<file path="config.mk">
export PLATFORM = sky130hd
export DESIGN_NAME = axil_cmd_master_flat
export DESIGN_NICKNAME = d
export VERILOG_FILES = /design/src/rtl/axil_cmd_master_if.sv /design/src/rtl/axil_cmd_master.sv /design/src/flat_wrapper.sv
export SDC_FILE = /design/constraint.sdc
export NUM_CORES = 1
export LEC_CHECK = 0
export CORE_AREA = 2 2 101 103
export DETAILED_ROUTE_END_ITERATION = 8
export DIE_AREA = 0 0 103 105
export DONT_BUFFER_PORTS = 1
export HOLD_SLACK_MARGIN = 0.12
export PLACE_DENSITY = 0.71
export SLEW_MARGIN = 20
export SYNTH_ARGS = -nofsm -noshare
export SYNTH_HDL_FRONTEND = slang
export SYNTH_SLANG_ARGS = --single-unit
export TNS_END_PERCENT = 10
</file>
<file path="constraint.sdc">
create_clock -name clk_i -period 5.34 [get_ports clk_i]
set_input_delay 1.602 -clock clk_i [delete_from_list [all_inputs] [get_ports clk_i]]
set_output_delay 1.602 -clock clk_i [all_outputs]
set_load 0.02 [all_outputs]
</file>
<file path="src/rtl/axil_cmd_master_if.sv">
// AXI-Lite interface bundle (axil_if) used by axil_cmd_master.
// clk_i/arstn_i travel with the bundle for slaves that want them.
interface axil_if #(
    parameter int ADDR_WIDTH = 32,
    parameter int DATA_WIDTH = 32
) (
    input logic clk_i,
    input logic arstn_i
);
    logic [ADDR_WIDTH-1:0]   awaddr;
    logic [2:0]              awprot;
    logic                    awvalid;
    logic                    awready;
    logic [DATA_WIDTH-1:0]   wdata;
    logic [DATA_WIDTH/8-1:0] wstrb;
    logic                    wvalid;
    logic                    wready;
    logic [1:0]              bresp;
    logic                    bvalid;
    logic                    bready;
    logic [ADDR_WIDTH-1:0]   araddr;
    logic [2:0]              arprot;
    logic                    arvalid;
    logic                    arready;
    logic [DATA_WIDTH-1:0]   rdata;
    logic [1:0]              rresp;
    logic                    rvalid;
    logic                    rready;

    modport master (
        output awaddr, awprot, awvalid, wdata, wstrb, wvalid, bready,
        output araddr, arprot, arvalid, rready,
        input  awready, wready, bresp, bvalid, arready, rdata, rresp, rvalid
    );

    modport slave (
        input  awaddr, awprot, awvalid, wdata, wstrb, wvalid, bready,
        input  araddr, arprot, arvalid, rready,
        output awready, wready, bresp, bvalid, arready, rdata, rresp, rvalid
    );
endinterface

</file>
<file path="src/rtl/axil_cmd_master.sv">
// Command-stream to AXI-Lite initiator, one outstanding transaction at a time.
// Optional macro AXIL_TIMEOUT_EN adds a per-transaction watchdog and idle B/R draining.
module axil_cmd_master #(
    parameter int                    ADDR_WIDTH     = 32,
    parameter int                    DATA_WIDTH     = 32,
    parameter logic [ADDR_WIDTH-1:0] BASE_ADDR      = 'h200000,
    parameter int                    TIMEOUT_CYCLES = 1024
) (
    input  logic                    clk_i,
    input  logic                    rst_i,
    input  logic                    cmd_valid_i,
    output logic                    cmd_ready_o,
    input  logic                    cmd_we_i,
    input  logic [ADDR_WIDTH-1:0]   cmd_addr_i,
    input  logic [DATA_WIDTH-1:0]   cmd_wdata_i,
    input  logic [DATA_WIDTH/8-1:0] cmd_wstrb_i,
    output logic                    rsp_valid_o,
    input  logic                    rsp_ready_i,
    output logic                    rsp_we_o,
    output logic [DATA_WIDTH-1:0]   rsp_rdata_o,
    output logic [1:0]              rsp_resp_o,
    axil_if.master                  m_axil
);
    localparam int STRB_WIDTH = DATA_WIDTH / 8;

    typedef enum logic [2:0] {IDLE, WR, WR_RESP, RD, RD_DATA, RSP} state_t;

    state_t                  state;
    logic                    awvalid, wvalid, arvalid, bready, rready;
    logic [ADDR_WIDTH-1:0]   addr_q;
    logic [DATA_WIDTH-1:0]   wdata_q;
    logic [STRB_WIDTH-1:0]   wstrb_q;
    logic                    we_q;
    logic                    accept, aw_done, w_done, busy, tmo;

    function automatic logic [ADDR_WIDTH-1:0] abs_addr(input logic [ADDR_WIDTH-1:0] off);
        return off + BASE_ADDR;
    endfunction

    assign accept  = cmd_valid_i && cmd_ready_o;
    assign aw_done = !awvalid || m_axil.awready;
    assign w_done  = !wvalid  || m_axil.wready;
    assign busy    = (state == WR) || (state == WR_RESP) || (state == RD) || (state == RD_DATA);

`ifdef AXIL_TIMEOUT_EN
    localparam int   CNT_W      = $clog2(TIMEOUT_CYCLES + 1);
    localparam logic IDLE_READY = 1'b1;
    logic [CNT_W-1:0] tmo_cnt;

    // Counter reads k-1 during the k-th busy cycle; firing at TIMEOUT_CYCLES-2 makes the
    // error response visible TIMEOUT_CYCLES cycles after the accept cycle, matching how
    // the 3-cycle normal latency is counted.
    always_ff @(posedge clk_i) begin
        if (rst_i || state == IDLE) tmo_cnt <= '0;
        else if (busy)              tmo_cnt <= tmo_cnt + 1'b1;
    end
    assign tmo = busy && (tmo_cnt == CNT_W'(TIMEOUT_CYCLES - 2));
`else
    localparam logic IDLE_READY = 1'b0;
    assign tmo = 1'b0;
`endif

    // Command capture: held stable for the whole transaction.
    always_ff @(posedge clk_i) begin
        if (accept) begin
            addr_q  <= abs_addr(cmd_addr_i);
            wdata_q <= cmd_wdata_i;
            wstrb_q <= cmd_wstrb_i;
            we_q    <= cmd_we_i;
        end
    end

    always_ff @(posedge clk_i) begin
        if (rst_i) begin
            state       <= IDLE;
            cmd_ready_o <= 1'b1;
            awvalid     <= 1'b0;
            wvalid      <= 1'b0;
            arvalid     <= 1'b0;
            bready      <= 1'b0;
            rready      <= 1'b0;
            rsp_valid_o <= 1'b0;
            rsp_we_o    <= 1'b0;
            rsp_rdata_o <= '0;
            rsp_resp_o  <= '0;
        end else begin
            unique case (state)
                IDLE: begin
                    bready <= IDLE_READY;
                    rready <= IDLE_READY;
                    if (accept) begin
                        cmd_ready_o <= 1'b0;
                        bready      <= 1'b0;
                        rready      <= 1'b0;
                        if (cmd_we_i) begin
                            awvalid <= 1'b1;
                            wvalid  <= 1'b1;
                            state   <= WR;
                        end else begin
                            arvalid <= 1'b1;
                            state   <= RD;
                        end
                    end
                end
                WR: begin
                    // AW and W retire independently; leave only once both have.
                    if (awvalid && m_axil.awready) awvalid <= 1'b0;
                    if (wvalid && m_axil.wready)   wvalid  <= 1'b0;
                    if (aw_done && w_done) begin
                        bready <= 1'b1;
                        state  <= WR_RESP;
                    end
                end
                WR_RESP: begin
                    if (m_axil.bvalid) begin
                        bready      <= 1'b0;
                        rsp_valid_o <= 1'b1;
                        rsp_we_o    <= 1'b1;
                        rsp_resp_o  <= m_axil.bresp;
                        rsp_rdata_o <= '0;
                        state       <= RSP;
                    end
                end
                RD: begin
                    if (m_axil.arready) begin
                        arvalid <= 1'b0;
                        rready  <= 1'b1;
                        state   <= RD_DATA;
                    end
                end
                RD_DATA: begin
                    if (m_axil.rvalid) begin
                        rready      <= 1'b0;
                        rsp_valid_o <= 1'b1;
                        rsp_we_o    <= 1'b0;
                        rsp_resp_o  <= m_axil.rresp;
                        rsp_rdata_o <= m_axil.rdata;
                        state       <= RSP;
                    end
                end
                RSP: begin
                    if (rsp_ready_i) begin
                        rsp_valid_o <= 1'b0;
                        cmd_ready_o <= 1'b1;
                        bready      <= IDLE_READY;
                        rready      <= IDLE_READY;
                        state       <= IDLE;
                    end
                end
                default: state <= IDLE;
            endcase

            // Watchdog expiry wins over a handshake landing in the same cycle.
            if (tmo) begin
                awvalid     <= 1'b0;
                wvalid      <= 1'b0;
                arvalid     <= 1'b0;
                bready      <= 1'b0;
                rready      <= 1'b0;
                rsp_valid_o <= 1'b1;
                rsp_we_o    <= we_q;
                rsp_resp_o  <= 2'b11;
                rsp_rdata_o <= '0;
                state       <= RSP;
            end
        end
    end

    assign m_axil.awaddr  = addr_q;
    assign m_axil.awprot  = 3'b000;
    assign m_axil.awvalid = awvalid;
    assign m_axil.wdata   = wdata_q;
    assign m_axil.wstrb   = wstrb_q;
    assign m_axil.wvalid  = wvalid;
    assign m_axil.bready  = bready;
    assign m_axil.araddr  = addr_q;
    assign m_axil.arprot  = 3'b000;
    assign m_axil.arvalid = arvalid;
    assign m_axil.rready  = rready;
endmodule
</file>
<file path="src/flat_wrapper.sv">
// flat-port wrapper written by rule: the top's interface ports become plain ports
module axil_cmd_master_flat 
#(
    parameter int                    ADDR_WIDTH     = 32,
    parameter int                    DATA_WIDTH     = 32,
    parameter logic [ADDR_WIDTH-1:0] BASE_ADDR      = 'h200000,
    parameter int                    TIMEOUT_CYCLES = 1024
)
  (clk_i, rst_i, cmd_valid_i, cmd_ready_o, cmd_we_i, cmd_addr_i, cmd_wdata_i, cmd_wstrb_i, rsp_valid_o, rsp_ready_i, rsp_we_o, rsp_rdata_o, rsp_resp_o, arstn_i, m_axil_awaddr, m_axil_awprot, m_axil_awvalid, m_axil_wdata, m_axil_wstrb, m_axil_wvalid, m_axil_bready, m_axil_araddr, m_axil_arprot, m_axil_arvalid, m_axil_rready, m_axil_awready, m_axil_wready, m_axil_bresp, m_axil_bvalid, m_axil_arready, m_axil_rdata, m_axil_rresp, m_axil_rvalid);
  axil_if #(.ADDR_WIDTH(ADDR_WIDTH), .DATA_WIDTH(DATA_WIDTH)) m_axil_i (.clk_i(clk_i), .arstn_i(arstn_i));
  input  logic clk_i;
  input  logic rst_i;
  input  logic cmd_valid_i;
  output logic cmd_ready_o;
  input  logic cmd_we_i;
  input  logic [ADDR_WIDTH-1:0] cmd_addr_i;
  input  logic [DATA_WIDTH-1:0] cmd_wdata_i;
  input  logic [DATA_WIDTH/8-1:0] cmd_wstrb_i;
  output logic rsp_valid_o;
  input  logic rsp_ready_i;
  output logic rsp_we_o;
  output logic [DATA_WIDTH-1:0] rsp_rdata_o;
  output logic [1:0] rsp_resp_o;
  input wire logic arstn_i;
  output wire logic [$bits(m_axil_i.awaddr)-1:0] m_axil_awaddr;
  output wire logic [$bits(m_axil_i.awprot)-1:0] m_axil_awprot;
  output wire logic [$bits(m_axil_i.awvalid)-1:0] m_axil_awvalid;
  output wire logic [$bits(m_axil_i.wdata)-1:0] m_axil_wdata;
  output wire logic [$bits(m_axil_i.wstrb)-1:0] m_axil_wstrb;
  output wire logic [$bits(m_axil_i.wvalid)-1:0] m_axil_wvalid;
  output wire logic [$bits(m_axil_i.bready)-1:0] m_axil_bready;
  output wire logic [$bits(m_axil_i.araddr)-1:0] m_axil_araddr;
  output wire logic [$bits(m_axil_i.arprot)-1:0] m_axil_arprot;
  output wire logic [$bits(m_axil_i.arvalid)-1:0] m_axil_arvalid;
  output wire logic [$bits(m_axil_i.rready)-1:0] m_axil_rready;
  input wire logic [$bits(m_axil_i.awready)-1:0] m_axil_awready;
  input wire logic [$bits(m_axil_i.wready)-1:0] m_axil_wready;
  input wire logic [$bits(m_axil_i.bresp)-1:0] m_axil_bresp;
  input wire logic [$bits(m_axil_i.bvalid)-1:0] m_axil_bvalid;
  input wire logic [$bits(m_axil_i.arready)-1:0] m_axil_arready;
  input wire logic [$bits(m_axil_i.rdata)-1:0] m_axil_rdata;
  input wire logic [$bits(m_axil_i.rresp)-1:0] m_axil_rresp;
  input wire logic [$bits(m_axil_i.rvalid)-1:0] m_axil_rvalid;
  assign m_axil_awaddr = m_axil_i.awaddr;
  assign m_axil_awprot = m_axil_i.awprot;
  assign m_axil_awvalid = m_axil_i.awvalid;
  assign m_axil_wdata = m_axil_i.wdata;
  assign m_axil_wstrb = m_axil_i.wstrb;
  assign m_axil_wvalid = m_axil_i.wvalid;
  assign m_axil_bready = m_axil_i.bready;
  assign m_axil_araddr = m_axil_i.araddr;
  assign m_axil_arprot = m_axil_i.arprot;
  assign m_axil_arvalid = m_axil_i.arvalid;
  assign m_axil_rready = m_axil_i.rready;
  assign m_axil_i.awready = m_axil_awready;
  assign m_axil_i.wready = m_axil_wready;
  assign m_axil_i.bresp = m_axil_bresp;
  assign m_axil_i.bvalid = m_axil_bvalid;
  assign m_axil_i.arready = m_axil_arready;
  assign m_axil_i.rdata = m_axil_rdata;
  assign m_axil_i.rresp = m_axil_rresp;
  assign m_axil_i.rvalid = m_axil_rvalid;
  axil_cmd_master #(.ADDR_WIDTH(ADDR_WIDTH), .DATA_WIDTH(DATA_WIDTH), .BASE_ADDR(BASE_ADDR), .TIMEOUT_CYCLES(TIMEOUT_CYCLES)) u_core (.clk_i(clk_i), .rst_i(rst_i), .cmd_valid_i(cmd_valid_i), .cmd_ready_o(cmd_ready_o), .cmd_we_i(cmd_we_i), .cmd_addr_i(cmd_addr_i), .cmd_wdata_i(cmd_wdata_i), .cmd_wstrb_i(cmd_wstrb_i), .rsp_valid_o(rsp_valid_o), .rsp_ready_i(rsp_ready_i), .rsp_we_o(rsp_we_o), .rsp_rdata_o(rsp_rdata_o), .rsp_resp_o(rsp_resp_o), .m_axil(m_axil_i));
endmodule
</file>
* After elaboration in Yosys (flattened, before gate mapping)
Index checks and enable logic that the tools add are counted.
Word-level totals: register bits after elaboration 113
Cells by class: add/subtract/negate cells 1, equal/unequal tests 15, multiplexer cells 38, reductions and logical operators 25
Operators with widths (number):
- 32-bit two-way mux | 2
- 32-bit one-hot mux with 2 select lines | 1
- 32-bit by 22-bit adder with 32-bit output (second input constant) | 1
- 4-bit AND reduction | 6
- 3-bit two-way mux | 6
- 2-bit inequality test (second input constant) | 9
- 3-bit one-hot mux with 6 select lines | 1
- 1-bit two-way mux | 16
- 1-bit one-hot mux with 2 select lines | 5
- 1-bit one-hot mux with 4 select lines | 2
- 2-bit nonzero test | 4
- 4-bit nonzero test | 2
- 3-bit by 2-bit == test with 1-bit output (second input constant) | 2
- 3-bit == test (second input constant) | 2
- 2-bit two-way mux | 3
- 3-bit AND reduction | 2
- 6-bit AND reduction | 1
- 1-bit logical AND | 4
- 2-bit one-hot mux with 2 select lines | 1
- 3-bit by 1-bit == test with 1-bit output (second input constant) | 1
- 3-bit zero test | 1
- 1-bit one-hot mux with 3 select lines | 1
- 3-bit nonzero test | 1
- 1-bit zero test | 2
- 2 further kinds | 3

* Longest topological paths before layout
Gate-level depths: netlist (run 1).
depth in word-level cells 5, mapped depth 6, depth with buffers taken out 4

* Worst setup path before layout (run 1)
No wires, ideal clock.
path type input port to flip-flop, start point input cmd_valid_i, end point register u_core.arvalid (netlist: u_core.m_axil.arvalid), library setup time 0.083 ns, arrival 3.624 ns, required time 5.257 ns, path slack 1.633 ns, cell stages on the path 3, path through and2_1 -> a31oi_1 -> nor3b_1
On the way: cells in the longest elaborated chain, start to end 3
Ends and longest elaborated chain:
- start: declaration | RTL line flat_wrapper.sv:13 | input logic cmd_valid_i;
- 1-bit logical AND | RTL line axil_cmd_master.sv:40 | assign accept = cmd_valid_i && cmd_ready_o;
- 2-bit by 1-bit inequality test with 1-bit output (no line)
- 4-bit AND reduction (no line)
- end signal: assignment | RTL line axil_cmd_master.sv:79 | arvalid <= 1'b0;
- end signal: assignment | RTL line axil_cmd_master.sv:100 | arvalid <= 1'b1;
- end signal: assignment | RTL line axil_cmd_master.sv:126 | arvalid <= 1'b0;
- end: declaration | RTL line axil_cmd_master.sv:29 | logic awvalid, wvalid, arvalid, bready, rready;
No other way between the ends. A chain may end at the register's enable or synchronous reset.

* Worst setup path in the final report (run 1)
start point register u_core.addr_q[5] (netlist: u_core.m_axil.araddr[5]), end point output m_axil_awaddr[5]
RTL lines:
- start: declaration | RTL line axil_cmd_master.sv:30 | logic [ADDR_WIDTH-1:0] addr_q;
- start signal: assignment | RTL line axil_cmd_master.sv:66 | addr_q <= abs_addr(cmd_addr_i);
- end: declaration | RTL line flat_wrapper.sv:25 | output wire logic [$bits(m_axil_i.awaddr)-1:0] m_axil_awaddr;
No word-level cell between the ends.

==> flow_metrics.env, run 1 <==
export IMPL_cts_setup_buffers=0
export IMPL_grt_first_pass_wirelength_um=13900
export IMPL_cp_max_fo=2
export IMPL_reg2reg_slack_ns=3.20
export IMPL_nets=443
export IMPL_grt_max_degree=70
export IMPL_die_h_um=105
export IMPL_p_sw_uw=773
export IMPL_place_inst=441
export IMPL_critPathLaunchType="flip-flop"
export IMPL_pwr_share_seq=0.506
export IMPL_grt_pass1_vias=2513
export IMPL_total_power_mw=2.53
export IMPL_h_tree_depth=4
export IMPL_num_fill_cells=841
export IMPL_p_leak_nw=1.59
export IMPL_synth_compound_area_share=0.0779
export IMPL_maxCapViolations=0
export IMPL_combinationalPowerShare=0.098
export IMPL_place_ws_ns=2.17
export IMPL_ctsResizeCount=0
export IMPL_synthXorXnorAreaFrac=0.0179
export IMPL_ys_seq_area_frac=0.667
export IMPL_fin_crit_ns=2.71
export IMPL_pin_count=263
export IMPL_vias=2573
export IMPL_finalInstanceArea_um2=4810
export IMPL_drt_first_pass_iters=4
export IMPL_timing_final_max_slew_violations=0
export IMPL_required_ns=3.74
export IMPL_ys_ff_latch=113
export IMPL_overflow=0
export IMPL_globalplace_congestion=0.796
export IMPL_fin_crit_sh=0.508
export IMPL_start_util=0.458
export IMPL_hold_path_class="reg2reg"
export IMPL_clock_path_buffers=2
export IMPL_synth_ff_type="edfxtp_1"
export IMPL_hpwl_um=6960
export IMPL_max_freq_ghz=0.369
export IMPL_synth_mux_area_frac=0.0102
export IMPL_swShare=0.306
export IMPL_drc_errors=0
export IMPL_drt_antenna_violating_nets=0
export IMPL_cts_hold_buf=0
export IMPL_synthTopCellsByArea="edfxtp_1, dfxtp_1, buf_4"
export IMPL_crit_arrival_ns=1.11
export IMPL_synth_top_area_frac=0.463
export IMPL_yosys_area_share_simple=0.136
export IMPL_p_int_mw=1.76
export IMPL_portBuffers=0
export IMPL_antenna_found_initial=0
export IMPL_cp_depth=0
export IMPL_syn2layout_area_growth_pct=8.90
export IMPL_clkPwrFrac=0.395
export IMPL_synth_edf_count=68
export IMPL_clk_pin_slew_worst_paths_ns=0.06
export IMPL_cts_tree="built"
export IMPL_grt_use_total=0.178
export IMPL_dieWidth_um=103
export IMPL_crit_path_end_kind="output port"
export IMPL_setup_tns_ns=0
export IMPL_drive_above_1_share=0.118
export IMPL_clock_latency_ns=0.51
export IMPL_wl_per_cell_um=20.7
export IMPL_setup_viol=0
export IMPL_syn_area_um2=4410
export IMPL_worst_pin_slew_ns=0.744
export IMPL_final_hold_violation_count=0
export IMPL_worstSetupPathType="reg2out"
export IMPL_rows=36
export IMPL_skew_ns=0.00487
export IMPL_timing_hold_ws_ns=0.567
export IMPL_fin_ws_ns=2.63
export IMPL_async_flop_share=0
export IMPL_placed_area_um2=4270
export IMPL_synth_cell_types=39
export IMPL_yosysMostFrequentCell="edfxtp_1"
export IMPL_netlist_instances=356
export IMPL_reg2reg_depth=4
export IMPL_utilization=0.499
export IMPL_cts_made_buffers=17
export IMPL_rsz0062_at_grt="no"
export IMPL_whs_path_depth=2
export IMPL_status="completed"
export IMPL_yosys_area_top_type="edfxtp_1"
export IMPL_avgViaCountPerCell=5.44
export IMPL_layout_cells_non_filler=473
export IMPL_ys_warn_count=0
export IMPL_wl_um=9780
export IMPL_synth_adder_area_share=0.00283
export IMPL_slew_headroom=0.504
export IMPL_cts_root_buf="clkbuf_8"
export IMPL_antennaDiodeCount=0
export IMPL_die_area_um2=10800
export IMPL_core_um2=9640
export IMPL_syn_avg_cell_area_um2=12.4
export IMPL_dr_first_iter_drc_count=131
export IMPL_synth_commonest_cells="edfxtp_1, dfxtp_1, nand3_1"
export IMPL_clkSinkCount=113
export IMPL_vdd_drop_max_mv=0.276
export IMPL_synth_top_family_by_area="simple AND/OR/NAND/NOR gates"
export IMPL_p_per_area_nw_per_um2=526
[state kept, by name, summed over array words and instances (netlist names)]
register / count
u_core.m_axil.arvalid: 1
u_core.state: 3
u_core.m_axil.awvalid: 1
u_core.m_axil.araddr: 32
u_core.m_axil.rready: 1
u_core.cmd_ready_o: 1
u_core.m_axil.wstrb: 4
u_core.rsp_we_o: 1
u_core.m_axil.wdata: 32
u_core.rsp_valid_o: 1
u_core.m_axil.wvalid: 1
u_core.m_axil.bready: 1
u_core.rsp_rdata_o: 32
u_core.rsp_resp_o: 2
[cells by family after synthesis]
logic type	Yosys count
AOI/OAI and AO/OA	59
xor gates and xnor gates	9
adders and majority gates	1
buffers and inverters	62
DFF	113
muxes	4
other	1
and+or+nand+nor	107
[per-layer routing]
layer | GRT usage | part of all wire | routed length [µm]
met3 | 0.102 | 0.12 | 1170
met1 | 0.177 | 0.35 | 3440
met2 | 0.283 | 0.49 | 4790
met5 | 0 | 0 | 0
met4 | 0.104 | 0.039 | 379
[area by class of cell]
type,count,area (µm²),share of cell area
flip-flops and latches,113,2940,0.612
multi-input cells,186,1120,0.232
inverters,6,22.5,0.00469
well taps,133,166,0.0346
clock inverters,14,118,0.0245
repair buffers,3,22.5,0.00469
clock buffers,18,418,0.0869
[cell usage in the layout, fill, tap and decap left out, drive strengths merged, types with 7 or more instances in the layout]
cell type,n
edfxtp,68
dfxtp,45
nand3,39
a21oi,37
nand2b,35
clkbuf,18
nor2,8
xnor2,7
nand2,7
inv,7
o21ai,7
clkinv,7
[final timing paths]
kind	end	startpoint
worst max-delay path	m_axil_awaddr[5]	u_core.m_axil.araddr[5]$_DFFE_PP_
worst min-delay path	u_core.rsp_rdata_o[15]$_SDFFE_PP0P_	u_core.rsp_rdata_o[15]$_SDFFE_PP0P_
worst max register to register	u_core.state[1]$_SDFFE_PP0P_	u_core.state[0]$_SDFFE_PP0P_
worst min register to register	u_core.rsp_rdata_o[15]$_SDFFE_PP0P_	u_core.rsp_rdata_o[15]$_SDFFE_PP0P_
[power by group through the flow]
stage	clock network, mW	logic, mW	registers [mW]
after detailed placement	0	0.249	1.30
after global placement	0	0.241	1.30
after CTS	1.02	0.249	1.28
after floorplan	0	0.314	1.21
final	1.00	0.248	1.28
after global routing	1.07	0.279	1.30
Note: power is estimated with default switching activity, not from simulation.
==> run 2: changes to the inputs <==
==> constraint.sdc (replaced) <==
create_clock -name clk_i -period 2.8 [get_ports clk_i]
set_input_delay 0.84 -clock clk_i [delete_from_list [all_inputs] [get_ports clk_i]]
set_output_delay 0.84 -clock clk_i [all_outputs]
set_load 0.02 [all_outputs]
==> flow_metrics.env, run 2 (synthesis results as in run 1) <==
export IMPL_status="completed"
export IMPL_core_um2=9640
export IMPL_critPathLaunchType="flip-flop"
export IMPL_clkSinkCount=113
export IMPL_fin_crit_sh=0.704
export IMPL_cts_made_buffers=17
export IMPL_antennaDiodeCount=0
export IMPL_mostFrequentLayoutCell="edfxtp_1"
export IMPL_ctsResizeCount=0
export IMPL_utilization=0.506
export IMPL_r2r_start="u_core.state[2]$_SDFFE_PP0P_"
export IMPL_clk_pin_slew_worst_paths_ns=0.06
export IMPL_dieWidth_um=103
export IMPL_reg2reg_depth=5
export IMPL_setup_viol=0
export IMPL_grt_max_degree=70
export IMPL_grt_first_pass_wirelength_um=14100
export IMPL_max_freq_ghz=0.508
export IMPL_grt_pass1_vias=2568
export IMPL_die_area_um2=10800
export IMPL_avgViaCountPerCell=5.44
export IMPL_p_per_area_nw_per_um2=1040
export IMPL_drive_above_1_share=0.109
export IMPL_slew_headroom=0.576
export IMPL_clock_path_buffers=2
export IMPL_timing_final_max_slew_violations=0
export IMPL_cts_setup_buffers=0
export IMPL_globalplace_congestion=0.828
export IMPL_h_tree_depth=4
export IMPL_timing_rr_end="u_core.rsp_rdata_o[17]$_SDFFE_PP0P_"
export IMPL_reg2reg_slack_ns=0.84
export IMPL_hold_path_class="in2reg"
export IMPL_antenna_found_initial=0
export IMPL_portBuffers=0
export IMPL_die_h_um=105
export IMPL_most_common_layout_cells="edfxtp_1, dfxtp_1, nand3_1"
export IMPL_vdd_drop_max_mv=0.461
export IMPL_cp_max_fo=2
export IMPL_drt_first_pass_iters=4
export IMPL_required_ns=1.96
export IMPL_nets=444
export IMPL_syn2layout_area_growth_pct=10.5
export IMPL_whs_path_depth=1
export IMPL_num_fill_cells=834
export IMPL_setup_tns_ns=0
export IMPL_maxCapViolations=0
export IMPL_final_hold_violation_count=0
export IMPL_crit_arrival_ns=1.13
export IMPL_dr_first_iter_drc_count=116
export IMPL_vias=2571
export IMPL_drc_errors=0
export IMPL_hold_end="u_core.rsp_rdata_o[17]$_SDFFE_PP0P_"
export IMPL_cts_hold_buf=0
export IMPL_worstSetupPathType="reg2out"
export IMPL_fin_crit_ns=1.97
export IMPL_wl_per_cell_um=21.3
export IMPL_hp_start="rst_i"
export IMPL_start_util=0.458
export IMPL_cts_tree="built"
export IMPL_rows=36
export IMPL_crit_path_end_kind="output port"
export IMPL_skew_ns=0.00485
export IMPL_cts_root_buf="clkbuf_8"
export IMPL_overflow=0
export IMPL_drt_antenna_violating_nets=0
export IMPL_wl_um=10100
export IMPL_grt_use_total=0.182
export IMPL_p_leak_nw=1.63
export IMPL_clock_latency_ns=0.52
export IMPL_pin_count=263
export IMPL_worst_pin_slew_ns=0.620
export IMPL_rsz0062_at_grt="no"
export IMPL_hpwl_um=7030
export IMPL_timing_hold_ws_ns=0.379
export IMPL_total_power_mw=5.08
==> run 2: cell types whose count changed in the layout (fill, tap and decap cells not counted), moves of 2 or more <==
cell and delta:
clkinvlp_4 -4, clkinv_2 -2, clkinv_1 +2, bufinv_16 +3
==> run 2: layer usage <==
metal  vias to the layer above  global-route usage  routed length [µm]
li1                       1167                   -                   -
met1                      1213               0.176                3500
met2                       170               0.300                5090
met3                        21               0.122                1310
met4                         0              0.0752                 179
met5                         -                   0                   0
==> run 2: power breakdown <==
group	internal [mW]	switching, mW
Clock	1.43	0.710
Sequential	2.00	0.429
Combinational	0.200	0.315
==> run 2: through the flow <==
stage | setup WS, ns | instance area [µm²] | instances
global placement | 0.508 | 4290 | 442
global route | 0.657 | 4880 | 473
floorplan | 0.610 | 4430 | 361
detailed placement | 0.503 | 4290 | 442
CTS | 0.788 | 4880 | 473
finish | 0.830 | 4880 | 473
==> run 2: final cells by class <==
class,instances,area [µm²],area share
flip-flops and latches,113,2940,0.603
well taps,133,166,0.0341
multi-input cells,186,1120,0.229
clock buffers,19,422,0.0864
inverters,6,22.5,0.00462
repair buffers,4,42.5,0.00872
clock inverters,12,166,0.0341
==> run 2: worst max path at each step <==
| stage | start | endpoint | slack [ns] | cells after the start |
|---|---|---|---|---|
| after floorplan | cmd_valid_i | u_core.m_axil.arvalid$_SDFFE_PP0P_ | 0.61 | 3 |
| after global placement | m_axil_awready | u_core.state[1]$_SDFFE_PP0P_ | 0.51 | 4 |
| after detailed placement | m_axil_awready | u_core.state[1]$_SDFFE_PP0P_ | 0.50 | 4 |
| after CTS | u_core.m_axil.araddr[29]$_DFFE_PP_ | m_axil_araddr[29] | 0.79 | 0 |
| after global routing | u_core.state[2]$_SDFFE_PP0P_ | u_core.rsp_rdata_o[17]$_SDFFE_PP0P_ | 0.66 | 5 |
| final | u_core.m_axil.araddr[30]$_DFFE_PP_ | m_axil_awaddr[30] | 0.83 | 0 |
